$ cat src/rtl/zb_tx_pkg.sv
// zb_tx_pkg: shared types and constants for the nibble packer / serializer.
package zb_tx_pkg;
    typedef logic [3:0] nibble_t;
    typedef logic [7:0] byte_t;
    typedef enum logic [1:0] {IDLE, SHIFT, PAR} ser_state_t;
    localparam int BITS_PER_BYTE = 8;
endpackage

$ cat src/rtl/nibble_byte_fifo.sv
// nibble_byte_fifo: synchronous byte FIFO with registered occupancy count.
// A push while full is honoured only when a pop happens in the same cycle.
module nibble_byte_fifo
    import zb_tx_pkg::*;
#(
    parameter int DEPTH = 4
) (
    input  logic                   clk,
    input  logic                   rst_n,
    input  logic                   push,
    input  logic                   pop,
    input  byte_t                  wdata,
    output byte_t                  rdata,
    output logic [$clog2(DEPTH):0] count,
    output logic                   full,
    output logic                   empty
);
    localparam int AW = $clog2(DEPTH);
    localparam int CW = AW + 1;

    byte_t         mem_q [DEPTH];
    logic [AW-1:0] wptr_q, wptr_d, rptr_q, rptr_d;
    logic [AW:0]   count_q, count_d;
    logic          do_push, do_pop;

    assign full  = count_q == CW'(DEPTH);
    assign empty = count_q == '0;
    assign count = count_q;
    assign rdata = mem_q[rptr_q];

    always_comb begin
        do_pop  = pop && !empty;
        do_push = push && (!full || do_pop);
        wptr_d  = do_push ? wptr_q + 1'b1 : wptr_q;
        rptr_d  = do_pop ? rptr_q + 1'b1 : rptr_q;
        count_d = count_q + CW'(do_push) - CW'(do_pop);
    end

    always_ff @(posedge clk or negedge rst_n) begin
        if (!rst_n) begin
            wptr_q  <= '0;
            rptr_q  <= '0;
            count_q <= '0;
        end else begin
            wptr_q  <= wptr_d;
            rptr_q  <= rptr_d;
            count_q <= count_d;
        end
    end

    always_ff @(posedge clk) begin
        if (do_push) mem_q[wptr_q] <= wdata;
    end
endmodule

$ cat src/rtl/nibble_pack_tx.sv
// nibble_pack_tx: packs nibble pairs (low first) into bytes, buffers them and shifts them
// out LSB-first on one pin. Define NIBBLE_PACK_PARITY_EN to append an even-parity bit per frame.
module nibble_pack_tx
    import zb_tx_pkg::*;
#(
    parameter int DEPTH   = 4,
    parameter int CLK_DIV = 4
) (
    input  logic                   inClock,
    input  logic                   inReset,
    input  logic [3:0]             inNibble,
    input  logic                   inNibbleValid,
    output logic                   outNibbleReady,
    input  logic                   inFlush,
    output logic                   outSerData,
    output logic                   outSerFrame,
    output logic                   outBitStrobe,
    output logic [$clog2(DEPTH):0] outFifoCount,
    output logic                   outOverflow
);
    localparam int            DW       = (CLK_DIV > 1) ? $clog2(CLK_DIV) : 1;
    localparam logic [DW-1:0] DIV_LAST = DW'(CLK_DIV - 1);
    localparam logic [2:0]    BIT_LAST = 3'(BITS_PER_BYTE - 1);

    nibble_t       hold_q, hold_d;
    logic          hold_vld_q, hold_vld_d;
    logic          ovf_q, ovf_d;
    logic          rdy_en_q;
    ser_state_t    state_q, state_d;
    byte_t         shreg_q, shreg_d;
    logic [2:0]    bitcnt_q, bitcnt_d;
    logic [DW-1:0] divcnt_q, divcnt_d;
    logic          frame_q, frame_d, data_q, data_d, strobe_q, strobe_d;
    logic          push, pop, full, empty, fin, accept, room;
    byte_t         wdata, rdata;
`ifdef NIBBLE_PACK_PARITY_EN
    logic          par_q, par_d;
`endif

    nibble_byte_fifo #(.DEPTH(DEPTH)) u_fifo (
        .clk   (inClock),
        .rst_n (inReset),
        .push  (push),
        .pop   (pop),
        .wdata (wdata),
        .rdata (rdata),
        .count (outFifoCount),
        .full  (full),
        .empty (empty)
    );

    // A byte may enter a full FIFO only when the serializer pops in the same cycle
    assign room           = !full || pop;
    assign outNibbleReady = rdy_en_q && room;
    assign accept         = inNibbleValid && outNibbleReady;
    assign outSerData     = data_q;
    assign outSerFrame    = frame_q;
    assign outBitStrobe   = strobe_q;
    assign outOverflow    = ovf_q;

    always_comb begin
        hold_d     = hold_q;
        hold_vld_d = hold_vld_q;
        push       = 1'b0;
        wdata      = {inNibble, hold_q};
        if (accept) begin
            push       = hold_vld_q;
            hold_d     = hold_vld_q ? hold_q : inNibble;
            hold_vld_d = !hold_vld_q;
        end
        if (inFlush && hold_vld_d && room) begin
            push       = 1'b1;
            wdata      = {4'h0, hold_d};
            hold_vld_d = 1'b0;
        end
        ovf_d = ovf_q || (inNibbleValid && !outNibbleReady);
    end

    always_comb begin
        state_d  = state_q;
        shreg_d  = shreg_q;
        bitcnt_d = bitcnt_q;
        divcnt_d = (divcnt_q == DIV_LAST) ? '0 : divcnt_q + 1'b1;
        pop      = 1'b0;
        fin      = 1'b0;
`ifdef NIBBLE_PACK_PARITY_EN
        par_d    = par_q;
`endif
        case (state_q)
            SHIFT: begin
                if (divcnt_q == DIV_LAST) begin
                    shreg_d  = shreg_q >> 1;
                    bitcnt_d = bitcnt_q + 3'd1;
                end
`ifdef NIBBLE_PACK_PARITY_EN
                if (divcnt_q == DIV_LAST && bitcnt_q == BIT_LAST) state_d = PAR;
            end
            PAR: fin = divcnt_q == DIV_LAST;
`else
                fin = divcnt_q == DIV_LAST && bitcnt_q == BIT_LAST;
            end
`endif
            default: fin = 1'b1;
        endcase
        // End of frame (or idle): reload straight from the FIFO so frames run back to back
        if (fin) begin
            pop      = !empty;
            state_d  = empty ? IDLE : SHIFT;
            shreg_d  = rdata;
            bitcnt_d = '0;
            divcnt_d = '0;
`ifdef NIBBLE_PACK_PARITY_EN
            par_d    = ^rdata;
`endif
        end
        frame_d  = state_d != IDLE;
`ifdef NIBBLE_PACK_PARITY_EN
        data_d   = (state_d == SHIFT && shreg_d[0]) || (state_d == PAR && par_d);
`else
        data_d   = state_d == SHIFT && shreg_d[0];
`endif
        strobe_d = frame_d && divcnt_d == '0;
    end

    always_ff @(posedge inClock or negedge inReset) begin
        if (!inReset) begin
            hold_q     <= '0;
            hold_vld_q <= 1'b0;
            ovf_q      <= 1'b0;
            rdy_en_q   <= 1'b0;
            state_q    <= IDLE;
            shreg_q    <= '0;
            bitcnt_q   <= '0;
            divcnt_q   <= '0;
            frame_q    <= 1'b0;
            data_q     <= 1'b0;
            strobe_q   <= 1'b0;
`ifdef NIBBLE_PACK_PARITY_EN
            par_q      <= 1'b0;
`endif
        end else begin
            hold_q     <= hold_d;
            hold_vld_q <= hold_vld_d;
            ovf_q      <= ovf_d;
            rdy_en_q   <= 1'b1;
            state_q    <= state_d;
            shreg_q    <= shreg_d;
            bitcnt_q   <= bitcnt_d;
            divcnt_q   <= divcnt_d;
            frame_q    <= frame_d;
            data_q     <= data_d;
            strobe_q   <= strobe_d;
`ifdef NIBBLE_PACK_PARITY_EN
            par_q      <= par_d;
`endif
        end
    end
endmodule

$ cat config.mk
export PLATFORM = sky130hd
export DESIGN_NAME = nibble_pack_tx
export DESIGN_NICKNAME = d
export VERILOG_FILES = /design/src/rtl/zb_tx_pkg.sv /design/src/rtl/nibble_byte_fifo.sv /design/src/rtl/nibble_pack_tx.sv
export SDC_FILE = /design/constraint.sdc
export NUM_CORES = 1
export LEC_CHECK = 0
export CORE_MARGIN = 2
export CORE_UTILIZATION = 35
export CTS_CLUSTER_SIZE = 25
export DETAILED_ROUTE_END_ITERATION = 8
export PLACE_DENSITY = 0.58
export SYNTH_ARGS = -nofsm -noshare
export SYNTH_HDL_FRONTEND = slang
export SYNTH_HIERARCHICAL = 1
export SYNTH_SLANG_ARGS = --single-unit
$ cat constraint.sdc
create_clock -name inClock -period 4.2 [get_ports inClock]
set_clock_uncertainty 0.1 [all_clocks]
set_input_delay 0.63 -clock inClock [delete_from_list [all_inputs] [get_ports inClock]]
set_output_delay 0.63 -clock inClock [all_outputs]
set_load 0.005 [all_outputs]
# Yosys cells after proc, flatten, opt, wreduce, memory -nomap -nowiden
# Memory sizes are Yosys's and may differ from the RTL's.
# Cells that the tools add are included.
# word_totals
out_inout_bits	8
inputBits	8
regBits	32
elab_cells	71
n_memories	1
ram_bits	32
# classes
n_eq_ne	5
mux	21
add_sub_neg	6
reduce_logical	23
# mem_list
memory	words	word_bits	rd	rd_clocked_by_memory_dff	write_ports	line	text
u_fifo.mem_q	4	8	1	0	1	nibble_byte_fifo.sv:21	byte_t mem_q [DEPTH];
# op_table
operator	count
8-bit two-way mux	4
1-bit logical AND	10
1-bit two-way mux	9
3-bit two-way mux	3
4-bit two-way mux	2
2-bit by 1-bit adder with 2-bit output, second input constant	3
3-bit equality test, second input constant	2
2-bit two-way mux	3
2-bit nonzero test	3
2-bit by 1-bit equality test with 1-bit output, second input constant	2
1-bit logical NOT	4
3-bit by 1-bit adder with 3-bit output	1
3-bit by 1-bit adder with 3-bit output, second input constant	1
3-bit logical NOT	1
1-bit logical OR	3
3-bit by 1-bit subtractor with 3-bit output	1
2-bit equality test, second input constant	1
2-bit logical NOT	1
2-bit AND reduction	1

# Logic depth before layout (Yosys ltp)
# logic_depth
ltp_word	14
depth_mapped	15

# Hierarchy
# The synthesis kept the hierarchy.
# by_module_without_submodules
mod	area_per_inst_um2	instances	cells_each
nibble_byte_fifo	1577.8	1	77
nibble_pack_tx	1193.6	1	109

# Least setup slack after synthesis
# No wires, ideal clock.
# synth_timing
path_kind	register to register
startpoint	register bitcnt_q[0]
endpoint	register u_fifo.count_q[2] (netlist: u_fifo/count[2])
path_stages_with_launch	16
period_less_slack_ns	3.341
path_slack_ns	0.859
t_arrival_ns	3.118
path_cell_list	dfrtp_1 ha_1 ha_1 nand2_2 a21o_4 a21oi_1 ha_1 nand2_1 a21oi_1 or2_2 a21boi_2 a21bo_1 ha_1 fa_1 xnor2_1 xnor2_1
# synth_between
elab_chain_cells	14
elab_cells_between_ends	17
cone_classes	add/sub: 2; eq/ne: 1; mux: 5; reduce/logical: 9
# synth_rtl
element	line	text
start, declared	nibble_pack_tx.sv:31	logic [2:0] bitcnt_q, bitcnt_d;
start signal, assigned	nibble_pack_tx.sv:148	bitcnt_q <= bitcnt_d;
3-bit equality test (*)	nibble_pack_tx.sv:100	fin = divcnt_q == DIV_LAST && bitcnt_q == BIT_LAST;
1-bit logical AND (*)	nibble_pack_tx.sv:100	
1-bit two-way mux (*)	nibble_pack_tx.sv:89	case (state_q)
1-bit two-way mux (*)	nibble_pack_tx.sv:106	if (fin) begin
1-bit logical OR (*)	nibble_pack_tx.sv:53	assign room = !full || pop;
1-bit logical AND	nibble_pack_tx.sv:54	assign outNibbleReady = rdy_en_q && room;
1-bit logical AND	nibble_pack_tx.sv:55	assign accept = inNibbleValid && outNibbleReady;
1-bit two-way mux	nibble_pack_tx.sv:66	if (accept) begin
1-bit logical AND (2 in a row)	nibble_pack_tx.sv:71	if (inFlush && hold_vld_d && room) begin
1-bit two-way mux (*)	nibble_pack_tx.sv:71	
net push	nibble_pack_tx.sv:34	logic push, pop, full, empty, fin, accept, room;
1-bit logical AND (*)	nibble_byte_fifo.sv:33	do_push = push && (!full || do_pop);
3-bit by 1-bit adder with 3-bit output (*)	nibble_byte_fifo.sv:36	count_d = count_q + CW'(do_push) - CW'(do_pop);
3-bit by 1-bit subtractor with 3-bit output (*)	nibble_byte_fifo.sv:36	
net u_fifo.count_d[2]	nibble_byte_fifo.sv:23	logic [AW:0] count_q, count_d;
end signal, assigned	nibble_byte_fifo.sv:47	count_q <= count_d;
end, declared	nibble_byte_fifo.sv:23	
# Mark *: on every way through the listed nets, which the timed path passes. The rest lies on a longest branch.
# A chain may end at the register's enable or synchronous reset.

# Final worst setup path
# layout_timing
startpoint	register divcnt_q[0]
endpoint	register u_fifo.count_q[2] (netlist: u_fifo/count[2])
# layout_between
elab_chain_cells	14
elab_cells_between_ends	17
cone_classes	add/sub: 2; eq/ne: 1; mux: 5; reduce/logical: 9
# layout_rtl
element	line	text
start, declared	nibble_pack_tx.sv:32	logic [DW-1:0] divcnt_q, divcnt_d;
start signal, assigned	nibble_pack_tx.sv:149	divcnt_q <= divcnt_d;
2-bit equality test (*)	nibble_pack_tx.sv:100	
1-bit logical AND (*)	nibble_pack_tx.sv:100	
1-bit two-way mux (*)	nibble_pack_tx.sv:89	
1-bit two-way mux (*)	nibble_pack_tx.sv:106	
1-bit logical OR (*)	nibble_pack_tx.sv:53	
1-bit logical AND	nibble_pack_tx.sv:54	
1-bit logical AND	nibble_pack_tx.sv:55	
1-bit two-way mux	nibble_pack_tx.sv:66	
1-bit logical AND (2 in a row)	nibble_pack_tx.sv:71	
1-bit two-way mux (*)	nibble_pack_tx.sv:71	
net push	nibble_pack_tx.sv:34	
1-bit logical AND (*)	nibble_byte_fifo.sv:33	
3-bit by 1-bit adder with 3-bit output (*)	nibble_byte_fifo.sv:36	
3-bit by 1-bit subtractor with 3-bit output (*)	nibble_byte_fifo.sv:36	
net u_fifo.count_d[2]	nibble_byte_fifo.sv:23	
# Marks and branches as above.

==> metrics.md <==
| Metric | Value |
|---|---|
| Crit Path Class | `reg2reg` |
| Top_reg_cell synth | `edfxtp_1` |
| Number of DRC markers in iteration 0 | `50` |
| Synth top area share | `34.7%` |
| HP Class | `reg2reg` |
| Slew headroom | `60.2%` |
| Clock Path Buffers | `2` |
| Gr usage total | `12.3%` |
| Sink Count | `64` |
| Initial antenna violation count | `0` |
| CP endpoint kind | `flop` |
| Row cnt | `32` |
| Pin slew with the least headroom to its limit | `0.597 ns` |
| Maximum level of the CTS H-tree | `3` |
| Buffers on Ports | `15` |
| Mean Syn Cell Area | `14.9 µm²` |
| Diode count | `0` |
| GPL Wtd Cong | `0.699` |
| CTS clock-pin slew for the worst setup and hold paths | `0.07 ns` |
| DRT Pass-1 Iters | `4` |
| Mapped Area | `0.00277 mm²` |
| Slew Limit Fails | `0` |
| WL per Instance | `15.0 µm` |
| Min Tclk post-route | `3.74 ns` |
| Largest net degree at the start of global routing | `33` |
| Die height | `93.0 µm` |
| Syn Nets | `204` |
| Req. time, crit path | `4.35 ns` |
| Post-synth top cells | `dfrtp_1, edfxtp_1, o22ai_1` |
| Global route overflow | `0` |
| Synth warn | `6` |
| Vias in the first global route | `1543` |
| DRT antenna net count | `0` |
| R2R depth | `14` |
| Syn-to-layout area delta | `16.9%` |
| # DRC | `0` |
| Final wirelength | `4.75 mm` |
| CP startpoint | `divcnt_q[0]` |
| Die ar. | `0.00865 mm²` |
| Async SR Flop Fraction | `50.0%` |
| Fmax achieved | `267 MHz` |
| Sequential element share of the synthesized area | `63.6%` |
| Power Total | `2.10 mW` |
| Worst-Skew Late Latency | `0.33 ns` |
| Outcome | `finished, final reports clean` |
| VDD IR max | `0.245 mV` |
| Clock root cell | `clkbuf_8` |
| Finished Cell Area | `0.00324 mm²` |
| Core Util, Final | `42.2%` |
| Largest area contributor in the netlist | `edfxtp_1` |
| Post-CTS Setup Bufs | `0` |
| First-pass GRT wire length | `7.96 mm` |
| DIE WIDTH | `93.0 µm` |
| Arrival time worst endpoint | `3.89 ns` |
| Fin crit share | `89.1%` |
| Lkg Pwr | `1.21 nW` |
| Post-synth cell types | `42` |
| Core Box Area | `0.00769 mm²` |
| CTS Hold Bufs | `0` |
| Share of cells above drive strength 1 | `20.6%` |
| Max cap viols | `0` |
| Post-CTS sizing | `0` |
| Starting Density | `36.1%` |
| Io pins | `16` |
| Setup tns final | `0 ns` |
| Layout Nets | `227` |
| Via Count | `1514` |
| RSZ-0062 raised after global routing | `no` |
| Crit path to | `u_fifo/count[2]` |
| Dominant cells by area after synthesis | `edfxtp_1, dfrtp_1, mux4_2, ha_1, mux2_2` |
| Vias per Instance | `4.79` |
| Final Hold Viols | `0` |
| R2r endpoint | `u_fifo/count[2]` |
| Crit Path Max Fanout | `15` |
| Critical path startpoint category | `flop` |
| CTS buffer count | `9` |
| FF-to-FF Start | `divcnt_q[0]` |
| Detail Placement HPWL | `3.26 mm` |
| Pwr/cell area | `649 mW/mm²` |
| DP Area | `0.00304 mm²` |
| Final Setup Violations | `0` |
| Number of flops mapped to enable cells by yosys | `32` |
| Reg2reg setup slack | `0.46 ns` |
| CTS tree | `done` |
| Cell count after synthesis | `186` |
| Yosys reg bits | `64` |
==> report_power, final <==
part	leakage, nW	switching (mW)	internal (mW)
Combinational	0.467	0.282	0.328
Sequential	0.664	0.137	0.847
Clock	0.0835	0.236	0.272
Total	1.21	0.654	1.45
==> kinds of logic after synthesis <==
family	after synthesis	share of synthesized area, %
adders and majority gates	10	4.79
AOI/OAI and AO/OA	34	9.26
xor gates and xnor gates	5	1.58
buffers and inverters	14	1.94
DFF	64	63.6
other	2	0.271
muxes	18	10.7
and+or+nand+nor	39	7.95
==> metrics by stage <==
| stage | hold WS [ns] | cells | setup WS, ns |
|---|---|---|---|
| after global placement | 0.344 | 300 | 0.582 |
| after floorplan | 0.234 | 186 | 0.859 |
| after global routing | 0.403 | 316 | 0.200 |
| final | 0.373 | 316 | 0.458 |
| after CTS | 0.369 | 316 | 0.457 |
| after detailed placement | 0.359 | 300 | 0.482 |
==> flip-flops by register name, indices dropped and copies added, names as in the netlist <==
signal and flops:
outSerData 1, shreg_q 8, outSerFrame 1, bitcnt_q 3, u_fifo/rptr_q 2, state_q 2, outBitStrobe 1, hold_q 4
u_fifo/count 3, hold_vld_q 1, divcnt_q 2, outOverflow 1, rdy_en_q 1, u_fifo/wptr_q 2, u_fifo/mem_q 32
==> routing by layer <==
layer | part of all wire (%) | vias to the layer above | wire length (µm) | GRT usage (%)
met5 | 0 | - | 0 | 0
met4 | 0.57 | 0 | 27 | 4.04
met3 | 3.6 | 5 | 169 | 4.27
met2 | 48 | 22 | 2300 | 18.8
met1 | 48 | 754 | 2260 | 16.4
li1 | - | 733 | - | -
==> how the worst min path moves through the flow <==
stage	start	to	slack, ns	depth (start not counted)
after floorplan	inReset	bitcnt_q[0]	0.23	0
after global placement	divcnt_q[0]	divcnt_q[0]	0.34	1
after detailed placement	divcnt_q[0]	divcnt_q[0]	0.36	1
after CTS	divcnt_q[0]	divcnt_q[0]	0.37	1
after global routing	divcnt_q[0]	divcnt_q[0]	0.40	1
final	divcnt_q[0]	divcnt_q[0]	0.37	1
==> critical path, cell delays in order, from the launching register on <==
cell and delay [ns]:
dfrtp_1 0.38, ha_1 0.50, nand2_2 0.13, a21o_4 0.29, a21oi_1 0.16, ha_1 0.25, nand2_1 0.12, a21oi_1 0.11
or2_2 0.32, a21boi_2 0.20, a21bo_1 0.22, ha_1 0.19, fa_1 0.38, xnor2_1 0.17, xnor2_1 0.14
==> cell usage in the layout, fill, tap and decap left out, drive strengths merged, types with 4 or more instances in the layout <==
cell type,n
nand2b,4
o22ai,12
clkdlybuf4s50,15
mux2,9
nand2,9
mux4,8
inv,8
nor2b,6
clkinvlp,5
a21oi,10
xnor2,4
edfxtp,32
ha,9
dfrtp,32
and2,6
clkbuf,9
nor2,6
==> final cells by class <==
type | count | area (µm²)
Clock inverter | 7 | 72.6
Timing Repair Buffer | 17 | 165
Sequential cell | 64 | 1760
Multi-Input combinational cell | 108 | 956
Fill cell | 721 | 4450
Clock buffer | 9 | 124
Inverter | 9 | 33.8
Tap cell | 102 | 128
(Power assumes the default switching activity.)
